--- config.mk ---
export PLATFORM = sky130hd
export DESIGN_NAME = cmp_stream_tracker
export DESIGN_NICKNAME = d
export VERILOG_FILES = /design/src/rtl/cmp_pkg.sv /design/src/rtl/cmp_mag_cell.sv /design/src/rtl/cmp_stream_tracker.sv
export SDC_FILE = /design/constraint.sdc
export NUM_CORES = 1
export LEC_CHECK = 0
export CAP_MARGIN = 20
export CORE_ASPECT_RATIO = 1.1
export CORE_MARGIN = 10
export CORE_UTILIZATION = 50
export DETAILED_ROUTE_END_ITERATION = 7
export PLACE_DENSITY = 0.82
export SLEW_MARGIN = 20
export SYNTH_ARGS = -nofsm -noshare
export SYNTH_HDL_FRONTEND = slang
export SYNTH_SLANG_ARGS = --single-unit
--- constraint.sdc ---
create_clock -name clk -period 3.2 [get_ports clk]
set_input_delay 0.32 -clock clk [delete_from_list [all_inputs] [get_ports clk]]
set_output_delay 0.32 -clock clk [all_outputs]
set_load 0.01 [all_outputs]
--- src/rtl/cmp_pkg.sv ---
// Shared encodings and helpers for the streamed magnitude comparator.
// The result is packed as {gt,eq,lt}; exactly one bit is set for a valid compare.
package cmp_pkg;

  localparam logic [2:0] CMP_GT = 3'b100;
  localparam logic [2:0] CMP_EQ = 3'b010;
  localparam logic [2:0] CMP_LT = 3'b001;

  // Counters up to 32 bits wide share this helper; callers pass their own all-ones ceiling.
  function automatic logic [31:0] sat_inc(input logic [31:0] cnt, input logic [31:0] max_val);
    return (cnt >= max_val) ? cnt : cnt + 32'd1;
  endfunction

endpackage

--- src/rtl/cmp_mag_cell.sv ---
// Combinational magnitude compare of x against y, returning a one-hot {gt,eq,lt}.
// Signedness is fixed at elaboration.
module cmp_mag_cell
  import cmp_pkg::*;
#(
  parameter int WIDTH      = 16,
  parameter bit SIGNED_CMP = 1'b0
) (
  input  logic [WIDTH-1:0] x,
  input  logic [WIDTH-1:0] y,
  output logic [2:0]       res
);

  logic is_gt;
  logic is_eq;

  generate
    if (SIGNED_CMP) begin : g_signed
      assign is_gt = $signed(x) > $signed(y);
    end else begin : g_unsigned
      assign is_gt = x > y;
    end
  endgenerate

  assign is_eq = (x == y);

  always_comb begin
    if (is_eq) begin
      res = CMP_EQ;
    end else if (is_gt) begin
      res = CMP_GT;
    end else begin
      res = CMP_LT;
    end
  end

endmodule

--- src/rtl/cmp_stream_tracker.sv ---
// Registered a/b comparator on a valid/ready stream, with running max/min of a
// and saturating per-class result counters.
module cmp_stream_tracker
  import cmp_pkg::*;
#(
  parameter int WIDTH      = 16,
  parameter bit SIGNED_CMP = 1'b0,
  parameter int CNT_W      = 8
) (
  input  logic             clk,
  input  logic             rst,
  input  logic             clear,
  input  logic             in_valid,
  output logic             in_ready,
  input  logic [WIDTH-1:0] a,
  input  logic [WIDTH-1:0] b,
  output logic             out_valid,
  input  logic             out_ready,
  output logic             gt,
  output logic             eq,
  output logic             lt,
  output logic [WIDTH-1:0] max_a,
  output logic [WIDTH-1:0] min_a,
  output logic             trk_valid,
  output logic [CNT_W-1:0] gt_cnt,
  output logic [CNT_W-1:0] eq_cnt,
  output logic [CNT_W-1:0] lt_cnt
);

  localparam logic [31:0] CNT_MAX = 32'((64'd1 << CNT_W) - 64'd1);

  logic             out_valid_q, out_valid_d;
  logic [2:0]       res_q, res_d;
  logic [WIDTH-1:0] max_q, max_d;
  logic [WIDTH-1:0] min_q, min_d;
  logic             trk_valid_q, trk_valid_d;
  logic [CNT_W-1:0] gt_cnt_q, gt_cnt_d;
  logic [CNT_W-1:0] eq_cnt_q, eq_cnt_d;
  logic [CNT_W-1:0] lt_cnt_q, lt_cnt_d;

  logic [2:0] ab_res;
  logic [2:0] max_res;
  logic [2:0] min_res;
  logic       accept;
  logic       consume;

  cmp_mag_cell #(.WIDTH(WIDTH), .SIGNED_CMP(SIGNED_CMP)) u_cmp_ab (
    .x(a), .y(b), .res(ab_res)
  );

  cmp_mag_cell #(.WIDTH(WIDTH), .SIGNED_CMP(SIGNED_CMP)) u_cmp_max (
    .x(a), .y(max_q), .res(max_res)
  );

  cmp_mag_cell #(.WIDTH(WIDTH), .SIGNED_CMP(SIGNED_CMP)) u_cmp_min (
    .x(a), .y(min_q), .res(min_res)
  );

  assign in_ready = !out_valid_q || out_ready;
  assign accept   = in_valid && in_ready;
  assign consume  = out_valid_q && out_ready;

  // A new accept overrides the consume, giving back-to-back throughput.
  always_comb begin
    out_valid_d = out_valid_q;
    res_d       = res_q;
    if (accept) begin
      out_valid_d = 1'b1;
      res_d       = ab_res;
    end else if (consume) begin
      out_valid_d = 1'b0;
    end
  end

  always_comb begin
    max_d       = max_q;
    min_d       = min_q;
    trk_valid_d = trk_valid_q;
    gt_cnt_d    = gt_cnt_q;
    eq_cnt_d    = eq_cnt_q;
    lt_cnt_d    = lt_cnt_q;
    if (clear) begin
      max_d       = '0;
      min_d       = '0;
      trk_valid_d = 1'b0;
      gt_cnt_d    = '0;
      eq_cnt_d    = '0;
      lt_cnt_d    = '0;
    end else if (accept) begin
      if (!trk_valid_q) begin
        max_d       = a;
        min_d       = a;
        trk_valid_d = 1'b1;
      end else begin
        if (max_res == CMP_GT) max_d = a;
        if (min_res == CMP_LT) min_d = a;
      end
      case (ab_res)
        CMP_GT:  gt_cnt_d = CNT_W'(sat_inc(32'(gt_cnt_q), CNT_MAX));
        CMP_EQ:  eq_cnt_d = CNT_W'(sat_inc(32'(eq_cnt_q), CNT_MAX));
        CMP_LT:  lt_cnt_d = CNT_W'(sat_inc(32'(lt_cnt_q), CNT_MAX));
        default: ;
      endcase
    end
  end

  always_ff @(posedge clk or posedge rst) begin
    if (rst) begin
      out_valid_q <= 1'b0;
      res_q       <= '0;
      max_q       <= '0;
      min_q       <= '0;
      trk_valid_q <= 1'b0;
      gt_cnt_q    <= '0;
      eq_cnt_q    <= '0;
      lt_cnt_q    <= '0;
    end else begin
      out_valid_q <= out_valid_d;
      res_q       <= res_d;
      max_q       <= max_d;
      min_q       <= min_d;
      trk_valid_q <= trk_valid_d;
      gt_cnt_q    <= gt_cnt_d;
      eq_cnt_q    <= eq_cnt_d;
      lt_cnt_q    <= lt_cnt_d;
    end
  end

  assign out_valid      = out_valid_q;
  assign {gt, eq, lt}   = res_q;
  assign max_a          = max_q;
  assign min_a          = min_q;
  assign trk_valid      = trk_valid_q;
  assign gt_cnt         = gt_cnt_q;
  assign eq_cnt         = eq_cnt_q;
  assign lt_cnt         = lt_cnt_q;

endmodule

==> reports/results.ini, run 1 <==
[logic_synthesis]
synth-seq-area-share_pct = 38.1
synthCells = 424
synth_fp_nets = 512
ys_types = 45
netlist_area_um2 = 4000
synth-seq-cells = 61
synth.avg_cell_area_um2 = 9.44
yosys_warnings = 0

[cts]
ctsHoldBuffers = 0
cts_resized = 0
clkLatencyLatePin_ps = 340
cts_tree = built
cts_buffers = 9
clock_sinks = 61
cts_root_buffer = clkbuf_8
cts_setup_buffers = 0
clkTransAtPathRegs_ps = 70
cts_buffer_depth = 2
cts-htree-levels = 3

[die]
die-area_um2 = 12000
io_pins = 99
rows = 34
die_w_um = 105
die_y_um = 114
initial_utilization_pct = 50.9
coreArea_um2 = 7870

[finish]
antenna_cells = 0
multiInputGateArea_um2 = 2240
final_area_um2 = 5320
final_common_cell = clkdlybuf4s50_1
final_core_util_pct = 67.6
num-nets-final = 619
fill_cells = 593
area_growth_pct = 33.0
drive_gt1_share_pct = 6.73
register_area_um2 = 1530
final_cell_mix = 98 x clkdlybuf4s50_1, 61 x dfrtp_1, 51 x ha_1, 48 x inv_1, 28 x a21oi_1

[global_routing]
grt_pass1_wl_um = 19400
grt_pass1_vias = 3938
grt_max_degree = 39
track_usage_pct = 19.7
overflow = 0
antenna_found_initial = 0

[timing]
fin_ws_ps = 566
worst_pin_slew_ps = 440
fin_crit_sh_pct = 82.3
finalSetupTns_ps = 0
clock_skew_ps = 13.0
setup_viol_count_final = 0
final.min_clock_period_ps = 2630
hold_viol = 0
finalMaxSlewViolations = 0
rsz0062_at_grt = no
max-slew-margin-rel_pct = 70.4
fmax_ghz = 0.380

[hold_path]
hp-class = input port to async pin

[critical_path]
crit_type = input port to flip-flop
crit_arrival_ps = 2890
start_kind = input port
endpoint_kind = flip-flop
worstPathMaxFanout = 5
cp.required_ps = 3460

[detailed_routing]
drtAntennaViolNets = 0
vias_per_cell = 5.63
remaining_drc_errors = 0
wl_um = 11600
drt-pass1-iter-count = 4
vias = 3620
routedWlPerCell_um = 18.1
detail_route.iter0.violations = 185

[power]
p_per_area_nw_per_um2 = 388
power.leakage_nw = 2.36
ir_drop_mv = 0.240

[placement]
dpl_cell_area_um2 = 5140
numPortBuffers = 98
gp_congestion = 0.821
post-place-ws_ps = 219
dp_hpwl_um = 8940

[run]
maxCapViolCount = 0

[status]
outcome = completed

-- worst max-delay path: stages --
cell,delay (ps)
clkdlybuf4s50_1,490
ha_1,360
nand4_1,200
a2111o_1,500
a31oi_4,240
or4b_2,600
a21oi_1,170
-- flip-flops by register name (all words and copies together) (netlist names) --
name,cells
eq_cnt,8
gt_cnt,8
lt_cnt,8
max_a,16
min_a,16
out_valid,1
res_q,3
trk_valid,1
-- power breakdown --
part	leakage, nW	switching [mW]	internal [mW]	total, mW
clock	0.0926	0.306	0.340	0.646
combinational	1.45	0.286	0.270	0.557
sequential	0.817	0.0409	0.822	0.863
total	2.36	0.634	1.43	2.07
-- metal layers --
metal | global-route usage, % | part of all wire [%] | vias to the layer above
li1 | - | - | 1719
met1 | 22.7 | 42 | 1758
met3 | 6.88 | 7.4 | 23
met5 | 0 | 0 | -
met4 | 6.50 | 1.9 | 0
met2 | 33.4 | 49 | 120
-- worst paths after layout --
kind / to / cells past startpoint / slack, ps / start
setup / recovery: gt_cnt[5] / 7 / 570 / a[11]
hold / removal: min_a[14] / 2 / 240 / rst
setup reg to reg: max_a[2] / 9 / 750 / max_a[14]
hold reg to reg: res_q[2] / 1 / 520 / res_q[2]
max in group asynchronous: lt_cnt[1] / 3 / 2250 / rst
min in group clk: res_q[2] / 1 / 520 / res_q[2]
-- through the flow --
step	instances	hold WS, ps	total power [mW]
floorplan	424	428	1.16
finish	643	236	2.07
global route	643	258	2.18
detailed placement	628	495	1.43
global placement	628	499	1.41
CTS	643	242	2.08
-- cell families (layout without fill, tap and decap cells) --
family | Yosys count | count (layout) | share of synthesized area, %
AOI/OAI and AO/OA | 82 | 82 | 13.0
xor gates and xnor gates | 10 | 10 | 2.19
adders and majority gates | 51 | 51 | 15.9
buffers and inverters | 62 | 173 | 6.19
DFF | 61 | 61 | 38.1
muxes | 19 | 19 | 4.85
and+or+nand+nor | 139 | 139 | 19.7
-- cell type report --
cell class,count,area share (%)
clock buffer,14,3.24
clock inverter,1,0.0940
inverter,49,3.46
multi-input combinational,301,42.0
sequential,61,28.7
tap,108,2.54
timing repair buffer,109,20.0
-- cells in the mapped netlist, drive strengths merged --
library cell	count	area share, %
or4b	2	0.50
o211ai	2	0.38
a22o	2	0.44
xor2	5	1.1
dfrtp	61	38
o21ai	27	3.4
o2111a	1	0.28
xnor2	5	1.1
a2111o	1	0.28
a32oi	1	0.22
a311oi	2	0.59
a21o	4	0.75
a211o	1	0.22
nand2b	19	3.0
mux2	3	0.84
o31ai	4	0.75
o311a	1	0.25
mux2i	16	4.0
nand3	12	1.5
clkbuf	11	1.0
and3	4	0.75
nand2	20	1.9
nor4	4	0.63
and2	1	0.16
nand3b	15	2.8
nor2b	5	0.78
buf	2	0.56
nor3	5	0.63
a21boi	1	0.19
a31oi	2	0.69
ha	51	16
and4	2	0.44
nand4	18	3.0
or4	5	0.94
or3	3	0.47
a211oi	3	0.69
a21oi	28	3.5
o41ai	2	0.44
inv	49	4.6
nor2	24	2.3
(Power assumes the default switching activity.)
==> inputs of run 2 (changes only) <==
--- a/config.mk
+++ b/config.mk
@@ -8,9 +8,9 @@
 export CAP_MARGIN = 20
 export CORE_ASPECT_RATIO = 1.1
 export CORE_MARGIN = 10
-export CORE_UTILIZATION = 50
+export CORE_UTILIZATION = 45
 export DETAILED_ROUTE_END_ITERATION = 7
-export PLACE_DENSITY = 0.82
+export PLACE_DENSITY = 0.78
 export SLEW_MARGIN = 20
 export SYNTH_ARGS = -nofsm -noshare
 export SYNTH_HDL_FRONTEND = slang
==> constraint.sdc (replaced) <==
create_clock -name clk -period 2.1 [get_ports clk]
set_input_delay 0.21 -clock clk [delete_from_list [all_inputs] [get_ports clk]]
set_output_delay 0.21 -clock clk [all_outputs]
set_load 0.01 [all_outputs]
==> run 2 against run 1 <==
Effect of this change: the run now ends with setup timing left; global-route usage down 0.54 points; cell count up 13%; clock power up 69%; clock skew is 0.73 ps lower; clock-buffer cell count decreased by 4; wire length grew 19%; non-clock buffer count rose by 79; sequential cell count unchanged; register-to-register slack got worse by 1000 ps; first-iteration DRC count grew 3.8%; utilization rose by 7.0 points; critical endpoint is now max_a[13].
==> reports/results.ini, run 2 (same netlist as run 1, synthesis figures left out) <==
[timing]
final.min_clock_period_ps = 2400
worst_pin_slew_ps = 416
finalSetupTns_ps = -3740
rsz0062_at_grt = yes
clock_skew_ps = 12.3
finalMaxSlewViolations = 0
fin_ws_ps = -297
setup_viol_count_final = 24
fmax_ghz = 0.417
fin_crit_sh_pct = 114
max-slew-margin-rel_pct = 72.0
hold_viol = 0

[placement]
gp_congestion = 0.896
dp_hpwl_um = 9190
dpl_cell_area_um2 = 5700
numPortBuffers = 98

[die]
coreArea_um2 = 8780
die-area_um2 = 13100
io_pins = 99
die_y_um = 119
initial_utilization_pct = 45.6
die_w_um = 110
rows = 36

[power]
p_per_area_nw_per_um2 = 556
power.leakage_nw = 2.89
power_mw = 3.65
p_int_mw = 2.47
switching_power_mw = 1.18
ir_drop_mv = 0.408
p_seq_share_pct = 35.9
clkPwrFrac_pct = 30.0
pwr-share-comb_pct = 34.0
swShare_pct = 32.3

[detailed_routing]
wl_um = 13800
drtAntennaViolNets = 0
vias = 4101
remaining_drc_errors = 0
routedWlPerCell_um = 18.9
drt-pass1-iter-count = 5
detail_route.iter0.violations = 192
vias_per_cell = 5.63

[finish]
final_common_cell = buf_4
final_core_util_pct = 74.6
num-nets-final = 698
antenna_cells = 0
final_cell_mix = 78 x buf_4, 66 x clkdlybuf4s50_1, 61 x dfrtp_1, 29 x inv_1, 26 x ha_4
final_area_um2 = 6550
area_growth_pct = 63.7
drive_gt1_share_pct = 34.8

[critical_path]
worstPathMaxFanout = 6
endpoint_kind = flip-flop
cp.required_ps = 2360
crit_type = flip-flop to flip-flop
start_kind = flip-flop
crit_arrival_ps = 2660

[hold_path]
hp-class = input port to async pin

[global_routing]
overflow = 0
grt_pass1_vias = 4246
grt_max_degree = 62
grt_pass1_wl_um = 20500
antenna_found_initial = 0
track_usage_pct = 19.2

[cts]
cts_root_buffer = clkbuf_8
clkTransAtPathRegs_ps = 70
cts_tree = built
cts_buffer_depth = 2
clock_sinks = 61
cts_buffers = 9
cts-htree-levels = 3
clkLatencyLatePin_ps = 350

[status]
outcome = complete, but fails checks
violations = setup timing

[run]
maxCapViolCount = 0

run 2: metal layers:
layer / global-route usage, % / wire length, um / vias up
met1: 21.2 / 5290 / 2009
li1: - / - / 1897
met2: 33.9 / 7080 / 162
met5: 0 / 0 / -
met4: 7.00 / 371 / 0
met3: 5.18 / 1050 / 33
run 2: worst paths after layout:
check                               start        end  slack (ps)  cells past startpoint
worst min register to register   res_q[1]   res_q[1]         500                      2
worst max register to register  max_a[12]  max_a[13]        -300                      8
min in group clk                     a[0]   min_a[0]         270                      3
max in group asynchronous             rst   min_a[6]        1590                      3
worst max-delay path            max_a[12]  max_a[13]        -300                      8
worst min-delay path                  rst  lt_cnt[5]         240                      3
run 2: stage by stage:
| stage | hold WS (ps) | worst slack, ps | instances |
|---|---|---|---|
| after global placement | 486 | -707 | 695 |
| after global routing | 300 | -375 | 729 |
| after detailed placement | 482 | -734 | 695 |
| after CTS | 253 | -67.4 | 721 |
| final | 244 | -297 | 729 |
| after floorplan | 318 | -143 | 424 |
run 2: power by group through the flow:
stage | combinational [mW] | sequential (mW) | clock (mW)
floorplan | 0.425 | 1.36 | 0
global placement | 0.972 | 1.32 | 0
detailed placement | 1.00 | 1.33 | 0
CTS | 1.10 | 1.31 | 1.09
global route | 1.34 | 1.32 | 1.14
finish | 1.24 | 1.31 | 1.09
run 2: repair_timing:
item / in CTS / in global routing
resized for setup: 79 / 105
cloned: 2 / 1
hold endpoints to repair: 0 / 0
buffers inserted: 8 / 10
pin swaps: 25 / 43
endpoints found under the setup margin: 45 / 55
hold buffers: 0 / 0
run 2: final cells by class:
cell class | count | area (um2)
clock buffers | 10 | 138
clock inverters | 6 | 62.6
fillers | 584 | 2230
inverters | 49 | 196
multi-input cells | 301 | 2830
flip-flops and latches | 61 | 1530
well taps | 114 | 143
repair buffers | 188 | 1650
run 2: critical path, cell delays in order, from the launching register on:
cell	delay, ps
dfrtp_1	380
inv_1	90
ha_1	300
nand4_1	230
a211oi_1	470
nor4_4	70
a211oi_4	290
buf_4	250
mux2i_2	240
